### config.mk
export PLATFORM = sky130hd
export DESIGN_NAME = sensor_uart_formatter
export DESIGN_NICKNAME = d
export VERILOG_FILES = /design/src/rtl/sensor_uart_formatter.sv
export SDC_FILE = /design/constraint.sdc
export NUM_CORES = 1
export LEC_CHECK = 0
export CORE_MARGIN = 1.5
export CORE_UTILIZATION = 52
export DETAILED_ROUTE_END_ITERATION = 7
export MAX_ROUTING_LAYER = met4
export PLACE_DENSITY = 0.77
export SYNTH_ARGS = -nofsm -noshare
export SYNTH_HDL_FRONTEND = slang
export SYNTH_SLANG_ARGS = --single-unit
### constraint.sdc
create_clock -name clk -period 2.8 [get_ports clk]
set_input_delay 0.7 -clock clk [delete_from_list [all_inputs] [get_ports clk]]
set_output_delay 0.7 -clock clk [all_outputs]
set_load 0.005 [all_outputs]
### src/rtl/sensor_uart_formatter.sv
// Formats ultrasonic distance and DHT11 results as ASCII UART frames, one byte per cycle.
// Optional macro FMT_CHECKSUM_EN appends "*HH" (XOR checksum of the payload, uppercase hex) before CR LF.
module sensor_uart_formatter #(
  parameter int DIST_W  = 10,
  parameter int SAT_INT = 99
) (
  input  logic              clk,
  input  logic              rst,
  input  logic [DIST_W-1:0] i_dist_data,
  input  logic              dist_done,
  input  logic [31:0]       i_dht_data,
  input  logic              dht_done,
  input  logic              tx_full,
  output logic [7:0]        tx_data,
  output logic              tx_push,
  output logic              busy,
  output logic              frame_done,
  output logic [7:0]        ovr_cnt
);

  typedef enum logic [2:0] {S_IDLE, S_LOAD, S_CONV, S_SEND, S_FIN} state_t;

  localparam logic [4:0] DIST_PAY = 5'd6;
  localparam logic [4:0] DHT_PAY  = 5'd14;
`ifdef FMT_CHECKSUM_EN
  localparam logic [4:0] TAIL_LEN = 5'd5;
`else
  localparam logic [4:0] TAIL_LEN = 5'd2;
`endif

  function automatic logic [DIST_W-1:0] sat_dist(input logic [DIST_W-1:0] v);
    logic [31:0] w;
    w = 32'(v);
    if (w > 32'd9999) w = 32'd9999;
    return w[DIST_W-1:0];
  endfunction

  function automatic logic [7:0] sat_int(input logic [7:0] v);
    if ((int'(v) > SAT_INT) || (v > 8'd99)) return 8'd99;
    return v;
  endfunction

  function automatic logic [3:0] sat_dec(input logic [7:0] v);
    return (v > 8'd9) ? 4'd9 : v[3:0];
  endfunction

  function automatic logic [15:0] adj16(input logic [15:0] b);
    for (int i = 0; i < 4; i++)
      if (b[i*4 +: 4] >= 4'd5) b[i*4 +: 4] = b[i*4 +: 4] + 4'd3;
    return b;
  endfunction

  function automatic logic [7:0] adj8(input logic [7:0] b);
    for (int i = 0; i < 2; i++)
      if (b[i*4 +: 4] >= 4'd5) b[i*4 +: 4] = b[i*4 +: 4] + 4'd3;
    return b;
  endfunction

  function automatic logic [7:0] asc(input logic [3:0] d);
    return 8'h30 + {4'h0, d};
  endfunction

`ifdef FMT_CHECKSUM_EN
  function automatic logic [7:0] hexc(input logic [3:0] d);
    return (d < 4'd10) ? (8'h30 + {4'h0, d}) : (8'h37 + {4'h0, d});
  endfunction
`endif

  state_t            r_state, w_next;
  logic              r_sel, w_sel_next;          // 0 = distance, 1 = DHT
  logic [5:0]        r_cnt;
  logic [4:0]        r_idx;
  logic              r_dist_pend, r_dht_pend;
  logic [DIST_W-1:0] r_dist_buf;
  logic [31:0]       r_dht_buf;
  logic [7:0]        r_ovr;

  logic [DIST_W-1:0] r_dbin;
  logic [15:0]       r_dbcd;
  logic [7:0]        r_hbin, r_tbin, r_hbcd, r_tbcd;
  logic [3:0]        r_hdec, r_tdec;
`ifdef FMT_CHECKSUM_EN
  logic [7:0]        r_csum;
`endif

  logic              w_dist_clr, w_dht_clr;
  logic [1:0]        w_ovr_inc;
  logic [8:0]        w_ovr_sum;
  logic [4:0]        w_pay, w_rel, w_last;
  logic [7:0]        w_byte;

  assign w_dist_clr = (r_state == S_LOAD) && !r_sel;
  assign w_dht_clr  = (r_state == S_LOAD) &&  r_sel;
  // A done pulse in the LOAD cycle of its own type re-arms the flag without counting as an overrun.
  assign w_ovr_inc  = {1'b0, dist_done && r_dist_pend && !w_dist_clr}
                    + {1'b0, dht_done  && r_dht_pend  && !w_dht_clr};
  assign w_ovr_sum  = {1'b0, r_ovr} + {7'd0, w_ovr_inc};

  assign w_pay  = r_sel ? DHT_PAY : DIST_PAY;
  assign w_last = w_pay + TAIL_LEN - 5'd1;
  assign w_rel  = r_idx - w_pay;

  always_comb begin
    w_next     = r_state;
    w_sel_next = r_sel;
    case (r_state)
      S_IDLE: begin
        if (r_dist_pend || dist_done) begin
          w_next     = S_LOAD;
          w_sel_next = 1'b0;
        end else if (r_dht_pend || dht_done) begin
          w_next     = S_LOAD;
          w_sel_next = 1'b1;
        end
      end
      S_LOAD:  w_next = S_CONV;
      S_CONV:  if (r_cnt == 6'd0) w_next = S_SEND;
      S_SEND:  if (!tx_full && (r_idx == w_last)) w_next = S_FIN;
      S_FIN:   w_next = S_IDLE;
      default: w_next = S_IDLE;
    endcase
  end

  always_ff @(posedge clk) begin
    if (rst) begin
      r_state     <= S_IDLE;
      r_sel       <= 1'b0;
      r_cnt       <= 6'd0;
      r_idx       <= 5'd0;
      r_dist_pend <= 1'b0;
      r_dht_pend  <= 1'b0;
      r_dist_buf  <= '0;
      r_dht_buf   <= '0;
      r_ovr       <= 8'd0;
    end else begin
      r_state <= w_next;
      r_sel   <= w_sel_next;
      case (r_state)
        S_LOAD: r_cnt <= r_sel ? 6'd7 : 6'(DIST_W - 1);
        S_CONV: begin
          r_cnt <= r_cnt - 6'd1;
          r_idx <= 5'd0;
        end
        S_SEND: if (!tx_full) r_idx <= r_idx + 5'd1;
        default: ;
      endcase
      if (dist_done) begin
        r_dist_buf  <= sat_dist(i_dist_data);
        r_dist_pend <= 1'b1;
      end else if (w_dist_clr) begin
        r_dist_pend <= 1'b0;
      end
      if (dht_done) begin
        r_dht_buf  <= i_dht_data;
        r_dht_pend <= 1'b1;
      end else if (w_dht_clr) begin
        r_dht_pend <= 1'b0;
      end
      r_ovr <= w_ovr_sum[8] ? 8'hFF : w_ovr_sum[7:0];
    end
  end

  // LOAD -> CONV: saturate into working registers, then one double-dabble shift per cycle
  always_ff @(posedge clk) begin
    if (r_state == S_LOAD) begin
      if (!r_sel) begin
        r_dbin <= r_dist_buf;
        r_dbcd <= 16'd0;
      end else begin
        r_hbin <= sat_int(r_dht_buf[31:24]);
        r_tbin <= sat_int(r_dht_buf[15:8]);
        r_hdec <= sat_dec(r_dht_buf[23:16]);
        r_tdec <= sat_dec(r_dht_buf[7:0]);
        r_hbcd <= 8'd0;
        r_tbcd <= 8'd0;
      end
    end else if (r_state == S_CONV) begin
      if (!r_sel) begin
        {r_dbcd, r_dbin} <= {adj16(r_dbcd), r_dbin} << 1;
      end else begin
        {r_hbcd, r_hbin} <= {adj8(r_hbcd), r_hbin} << 1;
        {r_tbcd, r_tbin} <= {adj8(r_tbcd), r_tbin} << 1;
      end
    end
  end

`ifdef FMT_CHECKSUM_EN
  // Running XOR over payload bytes only; the '*' and hex digits are excluded.
  always_ff @(posedge clk) begin
    if (r_state == S_CONV) r_csum <= 8'd0;
    else if (tx_push && (r_idx < w_pay)) r_csum <= r_csum ^ w_byte;
  end
`endif

  always_comb begin
    w_byte = 8'h00;
    if (r_idx < w_pay) begin
      if (!r_sel) begin
        case (r_idx)
          5'd0:    w_byte = "D";
          5'd1:    w_byte = "=";
          5'd2:    w_byte = asc(r_dbcd[15:12]);
          5'd3:    w_byte = asc(r_dbcd[11:8]);
          5'd4:    w_byte = asc(r_dbcd[7:4]);
          default: w_byte = asc(r_dbcd[3:0]);
        endcase
      end else begin
        case (r_idx)
          5'd0:    w_byte = "H";
          5'd1:    w_byte = "=";
          5'd2:    w_byte = asc(r_hbcd[7:4]);
          5'd3:    w_byte = asc(r_hbcd[3:0]);
          5'd4:    w_byte = ".";
          5'd5:    w_byte = asc(r_hdec);
          5'd6:    w_byte = "%";
          5'd7:    w_byte = "T";
          5'd8:    w_byte = "=";
          5'd9:    w_byte = asc(r_tbcd[7:4]);
          5'd10:   w_byte = asc(r_tbcd[3:0]);
          5'd11:   w_byte = ".";
          5'd12:   w_byte = asc(r_tdec);
          default: w_byte = "C";
        endcase
      end
    end else begin
`ifdef FMT_CHECKSUM_EN
      case (w_rel)
        5'd0:    w_byte = "*";
        5'd1:    w_byte = hexc(r_csum[7:4]);
        5'd2:    w_byte = hexc(r_csum[3:0]);
        5'd3:    w_byte = 8'h0D;
        default: w_byte = 8'h0A;
      endcase
`else
      w_byte = (w_rel == 5'd0) ? 8'h0D : 8'h0A;
`endif
    end
  end

  assign tx_push    = (r_state == S_SEND) && !tx_full;
  assign tx_data    = (r_state == S_SEND) ? w_byte : 8'h00;
  assign busy       = (r_state != S_IDLE);
  assign frame_done = (r_state == S_FIN);
  assign ovr_cnt    = r_ovr;

endmodule

==> summary.txt, run 1 <==
Min path
  • Worst hold path type: reg2reg
  • Hold Crit Start: r_dist_pend
  • Worst Hold End: r_dist_pend
  • WHS Path Cells: 2

Route
  • Post-route ant nets: 0
  • Drt via density: 5.508
  • DRC violations left: 0
  • Vias: 5442
  • First-pass DRT Iterations: 5
  • Initial DRC Count: 384
  • Wire per inst: 15.19 um
  • Drt total wl: 15010 um

Worst setup path
  • R2r setup slk: 0.40 ns
  • Critical Path End Type: output pin
  • Setup Crit Path Kind: reg2out
  • Reg2reg end: ovr_cnt[5]
  • Crit path DAT: 2.41 ns
  • Crit Path Max Fanout: 3
  • Data required time at the worst endpoint: 2.10 ns
  • CP Launch Type: register
  • Reg2reg path depth: 9
  • Worst reg2reg path startpoint: r_state[1]

Run status
  • Status: finished with violations
  • Failing checks: negative setup slack

Floorplanning
  • Die area: 0.01348 mm2
  • Core Region: 0.01257 mm2
  • Die W: 116.1 um
  • Die H: 116.1 um
  • # rows: 41
  • Total I/O pin count: 66
  • Initial Util: 0.5294

STA
  • Worst Skew: 0.006954 ns
  • Max-slew violations: 0
  • Post-route setup TNS: -1.270 ns
  • # setup viols final: 6
  • Slew margin rel.: 0.5824
  • Minimum clock period: 3.108 ns
  • Tcrit/Tclk final: 1.110
  • Worst Max-Slew Pin Slew: 0.6265 ns
  • Unrepaired setup endpoints after global routing: yes
  • Final WS setup: -0.3076 ns
  • Fin. Hold Viols: 0
  • Fmax: 0.3218 GHz

Synthesis
  • Register area share after synthesis: 0.4994
  • Synth warnings: 0
  • Yosys cell types: 65
  • Syn Inst Count: 693
  • Syn_nets: 765
  • Largest area contributor in the netlist: edfxtp_1
  • Asr flop ratio synth: 0
  • Yosys top cell area share: 0.2979
  • Syn Area/Cell: 9.602 um2
  • Synth top area cells: edfxtp_1, dfxtp_1, mux2i_1, nor2_1, ha_1
  • #FFs+latches synth: 133
  • Post-synthesis instance area: 0.006654 mm2
  • Main synth FF type: dfxtp_1
  • Post-synth EDFFs: 66

Finish
  • Commonest non-fill, non-tap cell in the layout: nor2_1
  • Number of diodes: 0
  • Reg area: 0.003331 mm2
  • Layout Cells excl Fill: 988
  • Commonest non-fill, non-tap cells in the layout: nor2_1, nand2_1, edfxtp_1
  • Area of the multi-input gates: 0.003177 mm2
  • Area growth, synth to finish: 29.15%
  • Nets: 875
  • Fillers: 940
  • Share of layout cells above drive strength 1: 0.1728

Placement
  • Port buffer count: 64
  • Placed cells: 943
  • GP Congestion: 0.9003
  • Detail Placement HPWL: 10490 um

Clock network
  • Clk Latency, worst-skew pair: 0.42 ns
  • # H-tree levels: 4
  • Total CTS buffers: 17
  • CTS tree: done
  • Worst-case clock buffer depth: 2
  • Worst-path clk slew: 0.06 ns
  • Clk sinks: 133
  • Clk root buf: clkbuf_16

Global route
  • Grt ovf: 0
  • Initial antenna violation count: 0
  • First-pass GRT wire length: 25100 um
  • Vias in the first global route: 5407
  • GRT Resource Usage Total: 0.2472
  • Largest net degree at the start of global routing: 62

Power and ir drop
  • Pwr dens: 691.7 mW/mm2
  • Maximum vdd drop: 0.5234 mV
  • Power Total: 5.944 mW
  • Leakage: 3.464 nW

Run
  • Max Cap Viol: 0
==> metal layers <==
layer  share of wire  wire (um)  GRT usage  up-vias
met2            0.50       7432     0.4059      180
met3           0.058        877    0.06124       34
met5               0          0          -        -
li1                -          -          -     2656
met1            0.42       6334     0.2871     2572
met4           0.024        367     0.1130        0
==> state kept, by name (all words and copies together), names as in the netlist, 8 cells and up <==
register    count
r_tbin          8
r_dist_buf     10
r_hbcd          8
r_hbin          8
r_dht_buf      32
r_dbcd         16
ovr_cnt         8
r_tbcd          8
r_dbin         10
==> critical path, cell delays in order (launching register included) <==
cell,delay [ns]
dfxtp_2,0.33
buf_6,0.13
ha_4,0.15
or4_4,0.50
o211ai_1,0.13
buf_4,0.17
buf_6,0.09
buf_6,0.08
a22oi_2,0.05
o2111ai_2,0.08
o211a_1,0.17
buf_2,0.11
==> stage by stage <==
stage / setup WS [ns] / hold WS (ns) / util / instance area (um2)
finish: -0.3076 / 0.4936 / 0.6837 / 8593
global route: -0.3915 / 0.5265 / 0.6837 / 8593
CTS: -0.2944 / 0.4935 / 0.6831 / 8586
detailed placement: -0.2636 / 0.4840 / 0.6151 / 7731
global placement: -0.1616 / 0.4693 / 0.6151 / 7731
floorplan: 0.09982 / 0.4509 / - / 6656
==> final cells by class <==
class	instances	share of cell area
Timing Repair Buffer	124	0.1287
Inverter	33	0.01500
Tap cell	172	0.02504
Clock inverter	12	0.01704
Clock buffer	20	0.05693
Sequential cell	133	0.3876
Multi-Input combinational cell	494	0.3697
==> power breakdown <==
| group | leakage (nW) | internal (mW) | switching [mW] |
|---|---|---|---|
| Clock | 0.312 | 1.52 | 0.806 |
| Sequential | 1.17 | 2.36 | 0.186 |
| Combinational | 1.98 | 0.463 | 0.605 |
| Total | 3.46 | 4.35 | 1.60 |
==> cells by family (layout without fill, tap and decap cells) <==
group / count (synthesis) / in the layout / synth area share
AND/OR/NAND/NOR: 274 / 274 / 0.1939
flip-flops: 133 / 133 / 0.4994
AO/OA/AOI/OAI: 129 / 129 / 0.1205
buffers and inverters: 66 / 189 / 0.04325
multiplexers: 44 / 44 / 0.06657
adder cells (fa/ha/maj): 25 / 25 / 0.04814
XOR/XNOR: 21 / 21 / 0.02764
other: 1 / 1 / 0.0005636
==> synthesized netlist by cell type (4+ instances only) <==
master and n:
a211oi_1 6, a21oi_1 51, a22oi_1 5, a31oi_1 8, a32oi_1 5, and2_1 6, buf_1 6, buf_2 11
clkbuf_1 12, dfxtp_1 67, edfxtp_1 66, ha_1 24, inv_1 33, mux2i_1 42, nand2_1 73, nand2b_1 14
nand3_1 11, nand3b_1 7, nor2_1 110, nor2b_1 11, nor3_1 15, nor4_1 4, o21ai_0 28, xnor2_1 14
xor2_1 7
==> worst max-delay path by stage <==
stage	startpoint	to	slack, ns	cells past startpoint
final	r_idx[0]	tx_data[2]	-0.31	11
after global routing	r_idx[1]	tx_data[2]	-0.39	11
after CTS	r_idx[0]	tx_data[2]	-0.29	11
after detailed placement	r_idx[1]	tx_data[2]	-0.26	9
after global placement	r_idx[1]	tx_data[2]	-0.16	9
after floorplan	r_sel	tx_data[4]	0.1	7
==> timing repair <==
| action | CTS | global route |
|---|---|---|
| hold buffers | 0 | 0 |
| pin swaps | 16 | 5 |
| buffers inserted | 13 | 0 |
| endpoints found under the setup margin | 7 | 7 |
| cloned | 1 | 0 |
| gates resized for setup | 62 | 5 |
(Power assumes the default switching activity.)
==> run 2, diff against run 1 <==
TNS_END_PERCENT = 5   (was default)
==> run 2 against run 1 <==
The run still ends with negative setup slack left. Design area shrank 0.10%. Clock skew grew 0.0012 ns. Sequential share of layout area is essentially flat. Die area is the same. Maximum frequency shrank 1.2%. Via count shrank 0.50%. First-iteration DRC count grew 2.1%. Clock-buffer cell count is the same. Register-to-register slack is essentially flat. Highest routed layer unchanged. Worst hold slack gained 0.00089 ns. Setup slack lost 0.038 ns. Power grew 0.14%.
==> summary.txt, run 2 (synthesis results as in run 1) <==
Run status
  • Status: finished with violations (unchanged)
  • Failing checks: negative setup slack (unchanged)

Finish
  • Fillers: 936 (was 940)
  • Most flop-heavy register: r_dht_buf (unchanged)
  • Max FFs per register: 32 (unchanged)
  • Number of diodes: 0 (unchanged)
  • Commonest non-fill, non-tap cells in the layout: nor2_1, nand2_1, edfxtp_1 (unchanged)
  • Share of layout cells above drive strength 1: 0.1706 (was 0.1728)
  • Largest registers: r_dht_buf (32), r_dbcd (16) (unchanged)
  • Final core utilization: 0.6830 (was 0.6837)
  • Nets: 874 (was 875)
  • Commonest non-fill, non-tap cell in the layout: nor2_1 (unchanged)
  • Area growth, synth to finish: 29.01% (was 29.15%)

Power and ir drop
  • Maximum vdd drop: 0.5234 mV (about the same)
  • Leakage: 3.458 nW (was 3.464 nW)
  • Power Total: 5.952 mW (was 5.944 mW)
  • Pwr dens: 693.4 mW/mm2 (was 691.7 mW/mm2)

Route
  • Post-route ant nets: 0 (unchanged)
  • First-pass DRT Iterations: 5 (unchanged)
  • DRC violations left: 0 (unchanged)
  • Drt via density: 5.486 (was 5.508)
  • Wire per inst: 15.12 um (was 15.19 um)
  • Drt total wl: 14930 um (was 15010 um)
  • Vias: 5415 (was 5442)
  • Initial DRC Count: 392 (was 384)

Worst setup path
  • Critical Path End Type: output pin (unchanged)
  • Most used cell, CP: buf_6 (unchanged)
  • Setup Crit Path Kind: reg2out (unchanged)
  • Worst Path Buf+Inv: 5 (unchanged)
  • Crit path max-delay cell type: or4_4 (unchanged)
  • CP Cell Sequence: buf_6 > ha_4 > or4_4 > o211ai_1 > buf_4 > buf_6 > buf_6 > a22oi_2 > o2111ai_2 > o211a_1 > buf_2 (unchanged)
  • Data required time at the worst endpoint: 2.10 ns (about the same)
  • Largest delay share family, worst path: buffers and inverters (unchanged)
  • Crit path largest cell delay: 0.50 ns (about the same)
  • Crit Path Max Fanout: 3 (unchanged)
  • CP Launch Type: register (unchanged)
  • Reg2reg path depth: 9 (unchanged)
  • CP Depth: 11 (unchanged)
  • Crit path DAT: 2.45 ns (was 2.41 ns)

Clock network
  • Worst-case clock buffer depth: 2 (unchanged)
  • # H-tree levels: 4 (unchanged)
  • CTS tree: done (unchanged)
  • Clk sinks: 133 (unchanged)
  • Total CTS buffers: 17 (unchanged)
  • Clk root buf: clkbuf_16 (unchanged)
  • Clk Latency, worst-skew pair: 0.42 ns (about the same)
  • Worst-path clk slew: 0.05 ns (was 0.06 ns)
  • Hold buffers post-CTS: 0 (unchanged)

Floorplanning
  • Die area: 0.01348 mm2 (unchanged)
  • Die H: 116.1 um (unchanged)
  • Total I/O pin count: 66 (unchanged)
  • # rows: 41 (unchanged)
  • Die W: 116.1 um (unchanged)
  • Initial Util: 0.5294 (unchanged)
  • Core Region: 0.01257 mm2 (unchanged)

Placement
  • Detail Placement HPWL: 10490 um (unchanged)
  • GP Congestion: 0.9003 (unchanged)
  • Port buffer count: 64 (unchanged)

STA
  • Max-slew violations: 0 (unchanged)
  • Slew margin rel.: 0.5899 (was 0.5824)
  • Worst Max-Slew Pin Slew: 0.6151 ns (was 0.6265 ns)
  • Tcrit/Tclk final: 1.123 (was 1.110)
  • Fmax: 0.3180 GHz (was 0.3218 GHz)
  • Unrepaired setup endpoints after global routing: yes (unchanged)
  • Final WS setup: -0.3451 ns (was -0.3076 ns)
  • Minimum clock period: 3.145 ns (was 3.108 ns)
  • Fin. Hold Viols: 0 (unchanged)
  • Worst Skew: 0.008105 ns (was 0.006954 ns)
  • # setup viols final: 6 (unchanged)

Global route
  • Initial antenna violation count: 0 (unchanged)
  • Vias in the first global route: 5389 (was 5407)
  • First-pass GRT wire length: 24920 um (was 25100 um)
  • Largest net degree at the start of global routing: 62 (unchanged)
  • Grt ovf: 0 (unchanged)
  • GRT Resource Usage Total: 0.2452 (was 0.2472)

Min path
  • Worst hold path type: reg2reg (unchanged)
  • WHS Path Cells: 2 (unchanged)

Run
  • Max Cap Viol: 0 (unchanged)
==> run 2: tightest hold or removal path, stage by stage, from the launching register on <==
cell and delay, ns:
dfxtp_1 0.32, mux2i_1 0.07, nor2_1 0.07
==> run 2: timing repair <==
action	in CTS	in global routing
setup endpoints to repair	7	7
pin swaps	15	4
resized for setup	60	3
setup buffers	11	1
==> run 2: final cells by class <==
type                            count  area [um2]  area share
Inverter                           33       126.4     0.01472
Sequential cell                   133        3331      0.3880
Timing Repair Buffer              123        1109      0.1291
Clock inverter                     12       146.4     0.01705
Multi-Input combinational cell    494        3168      0.3690
Clock buffer                       20       489.2     0.05699
Tap cell                          172       215.2     0.02507
==> run 2: through the flow <==
step	hold slack, ns	instance area (um2)	setup slack [ns]	setup TNS (ns)	std cells
floorplan	0.4509	6656	0.09982	0	693
CTS	0.4935	8564	-0.2944	-1.440	986
global route	0.5265	8584	-0.3993	-2.018	987
detailed placement	0.4840	7731	-0.2636	-1.366	943
finish	0.4945	8584	-0.3451	-1.570	987
global placement	0.4693	7731	-0.1616	-0.8701	943
==> run 2: routing by layer <==
metal  wire length (um)  vias to the layer above  global-route usage
met4                412                        0              0.1122
met3                774                       35             0.05916
li1                   -                     2652                   -
met5                  0                        -                   -
met2               7319                      172              0.4020
met1               6422                     2556              0.2864
==> run 2: worst paths after layout <==
| kind | slack, ns | to | startpoint |
|---|---|---|---|
| worst max register to register | 0.40 | ovr_cnt[5] | r_state[1] |
| worst min-delay path | 0.49 | r_dht_buf[25] | r_dht_buf[25] |
| worst max-delay path | -0.35 | tx_data[2] | r_idx[0] |
| worst min register to register | 0.49 | r_dht_buf[25] | r_dht_buf[25] |
==> run 2: power breakdown <==
part / internal, mW / switching (mW) / total, mW
clock: 1.52 / 0.812 / 2.34
sequential: 2.36 / 0.185 / 2.55
combinational: 0.464 / 0.607 / 1.07
==> run 3, diff against run 2 <==
RECOVER_POWER = 50   (was default)
==> run 3 against run 2 <==
The flow still finishes with violations (negative setup slack). Combinational power hardly changed. Worst hold slack hardly changed. Setup slack gained 0.024 ns. Wire length barely moved. Largest power group unchanged.
==> summary.txt, run 3 (synthesis results as in run 1) <==
Floorplanning
  • Die area: 0.01348 mm2 (unchanged)
  • Initial Util: 0.5294 (unchanged)
  • # rows: 41 (unchanged)
  • Core Region: 0.01257 mm2 (unchanged)
  • Die W: 116.1 um (unchanged)
  • Die H: 116.1 um (unchanged)
  • Total I/O pin count: 66 (unchanged)

STA
  • Slew margin rel.: 0.06641 (was 0.5899)
  • Fmax: 0.3204 GHz (was 0.3180 GHz)
  • Minimum clock period: 3.121 ns (was 3.145 ns)
  • Max-slew violations: 0 (unchanged)
  • Worst Max-Slew Pin Slew: 1.400 ns (was 0.6151 ns)
  • # setup viols final: 6 (unchanged)
  • Tcrit/Tclk final: 1.115 (was 1.123)
  • Final WS setup: -0.3212 ns (was -0.3451 ns)
  • Unrepaired setup endpoints after global routing: yes (unchanged)
  • Worst Skew: 0.007361 ns (was 0.008105 ns)
  • Fin. Hold Viols: 0 (unchanged)

Finish
  • Commonest non-fill, non-tap cells in the layout: nor2_1, nand2_1, edfxtp_1 (unchanged)
  • Max FFs per register: 32 (unchanged)
  • Share of layout cells above drive strength 1: 0.1681 (was 0.1706)
  • Most flop-heavy register: r_dht_buf (unchanged)
  • Commonest non-fill, non-tap cell in the layout: nor2_1 (unchanged)
  • Number of diodes: 0 (unchanged)
  • Nets: 874 (unchanged)
  • Area growth, synth to finish: 28.68% (was 29.01%)
  • Largest registers: r_dht_buf (32), r_dbcd (16) (unchanged)
  • Fillers: 942 (was 936)
  • Layout Cells excl Fill: 987 (unchanged)

Run
  • Max Cap Viol: 0 (unchanged)

Power and ir drop
  • Pwr dens: 694.4 mW/mm2 (was 693.4 mW/mm2)
  • Maximum vdd drop: 0.5234 mV (about the same)
  • Leakage: 3.442 nW (was 3.458 nW)

Min path
  • Worst Hold End: r_dht_buf[25] (unchanged)
  • WHS Path Cells: 2 (unchanged)
  • Hold Crit Start: r_dht_buf[25] (unchanged)
  • Worst hold path type: reg2reg (unchanged)

Worst setup path
  • R2r setup slk: 0 ns (was 0.40 ns)
  • Setup Crit Path Kind: reg2out (unchanged)
  • CP Cell Sequence: buf_6 > ha_4 > or4_4 > o211ai_1 > buf_4 > buf_6 > buf_6 > a22oi_2 > o2111ai_2 > o211a_1 > buf_2 (unchanged)
  • Worst Path Buf+Inv: 5 (unchanged)
  • Critical Path End Type: output pin (unchanged)
  • CP Launch Type: register (unchanged)
  • Reg2reg path depth: 6 (was 9)
  • Crit path DAT: 2.42 ns (was 2.45 ns)
  • Crit Path Max Fanout: 3 (unchanged)
  • Data required time at the worst endpoint: 2.10 ns (about the same)
  • Crit path largest cell delay: 0.50 ns (about the same)
  • Reg2reg end: r_tbcd[7] (was ovr_cnt[5])
  • Most used cell, CP: buf_6 (unchanged)
  • Largest delay share family, worst path: buffers and inverters (unchanged)
  • Worst reg2reg path startpoint: r_state[1] (unchanged)
  • Crit path max-delay cell type: or4_4 (unchanged)

Clock network
  • Worst-case clock buffer depth: 2 (unchanged)
  • Clk root buf: clkbuf_16 (unchanged)
  • Worst-path clk slew: 0.05 ns (about the same)
  • Total CTS buffers: 17 (unchanged)
  • Clk Latency, worst-skew pair: 0.42 ns (about the same)
  • Hold buffers post-CTS: 0 (unchanged)
  • Clk sinks: 133 (unchanged)
  • CTS tree: done (unchanged)
  • # H-tree levels: 4 (unchanged)

Route
  • Drt via density: 5.474 (was 5.486)
  • Initial DRC Count: 409 (was 392)
  • Post-route ant nets: 0 (unchanged)
  • Vias: 5403 (was 5415)
  • First-pass DRT Iterations: 5 (unchanged)
  • Drt total wl: 14940 um (was 14930 um)
  • DRC violations left: 0 (unchanged)
  • Wire per inst: 15.13 um (was 15.12 um)

Run status
  • Status: finished with violations (unchanged)
  • Failing checks: negative setup slack (unchanged)

Global route
  • Largest net degree at the start of global routing: 62 (unchanged)
  • Vias in the first global route: 5389 (unchanged)
  • First-pass GRT wire length: 24920 um (unchanged)
  • Initial antenna violation count: 0 (unchanged)
  • Grt ovf: 0 (unchanged)
  • GRT Resource Usage Total: 0.2452 (unchanged)

Placement
  • Port buffer count: 64 (unchanged)
  • Detail Placement HPWL: 10490 um (unchanged)
  • GP Congestion: 0.9003 (unchanged)
  • Post-place setup slack: -0.2636 ns (unchanged)
  • Placed cells: 943 (unchanged)
[run 3: cell types whose count changed in the layout (fill, tap and decap cells not counted), sizes merged]
| cell | delta |
|---|---|
| clkbuf | +4 |
| buf | -4 |
[run 3: final cells by class]
| cell class | instances | area [um2] | area share |
|---|---|---|---|
| sequential | 133 | 3331 | 0.3890 |
| inverter | 33 | 126.4 | 0.01476 |
| clock buffer | 20 | 489.2 | 0.05714 |
| timing repair buffer | 123 | 1086 | 0.1268 |
| clock inverter | 12 | 146.4 | 0.01710 |
| multi-input combinational | 494 | 3168 | 0.3700 |
| tap | 172 | 215.2 | 0.02514 |
[run 3: repair_timing]
item                                    CTS  global route
endpoints found under the setup margin    7             7
pin swaps                                15             4
gates resized for setup                  60             3
setup buffers                            11             1
[run 3: tightest hold or removal path, cell delays in order (launching register included)]
cell     delay (ns)
dfxtp_1        0.32
mux2i_1        0.07
nor2_1         0.07
[run 3: worst max-delay path by stage]
| stage | depth (start not counted) | to | slack [ns] | startpoint |
|---|---|---|---|---|
| floorplan | 7 | tx_data[4] | 0.1 | r_sel |
| global placement | 9 | tx_data[2] | -0.16 | r_idx[1] |
| detailed placement | 9 | tx_data[2] | -0.26 | r_idx[1] |
| CTS | 11 | tx_data[2] | -0.29 | r_idx[0] |
| global route | 11 | tx_data[2] | -0.40 | r_idx[1] |
| finish | 11 | tx_data[2] | -0.32 | r_idx[0] |
[run 3: routing by layer]
metal,track usage,vias to the layer above,wire length [um]
met4,0.1122,0,384
met2,0.4020,162,7343
met5,-,-,0
met1,0.2864,2554,6412
li1,-,2654,-
met3,0.05916,33,796
[run 3: where the power goes]
part / total, mW / internal [mW] / switching, mW / leakage, nW
Combinational: 1.06 / 0.459 / 0.605 / 1.96
Clock: 2.34 / 1.52 / 0.812 / 0.312
Sequential: 2.55 / 2.36 / 0.185 / 1.17
Total: 5.95 / 4.34 / 1.60 / 3.44
[run 3: metrics by stage]
stage / util / TNS, ns / total power, mW / cell area, um2 / hold WS, ns
2_1_floorplan: - / 0 / 3.261 / 6656 / 0.4509
3_3_place_gp: 0.6151 / -0.8701 / 3.554 / 7731 / 0.4693
3_5_place_dp: 0.6151 / -1.366 / 3.624 / 7731 / 0.4840
4_1_cts: 0.6814 / -1.440 / 5.981 / 8564 / 0.4935
5_1_grt: 0.6812 / -13.17 / 6.222 / 8562 / 0.5265
6_report: 0.6812 / -1.482 / 5.945 / 8562 / 0.4945
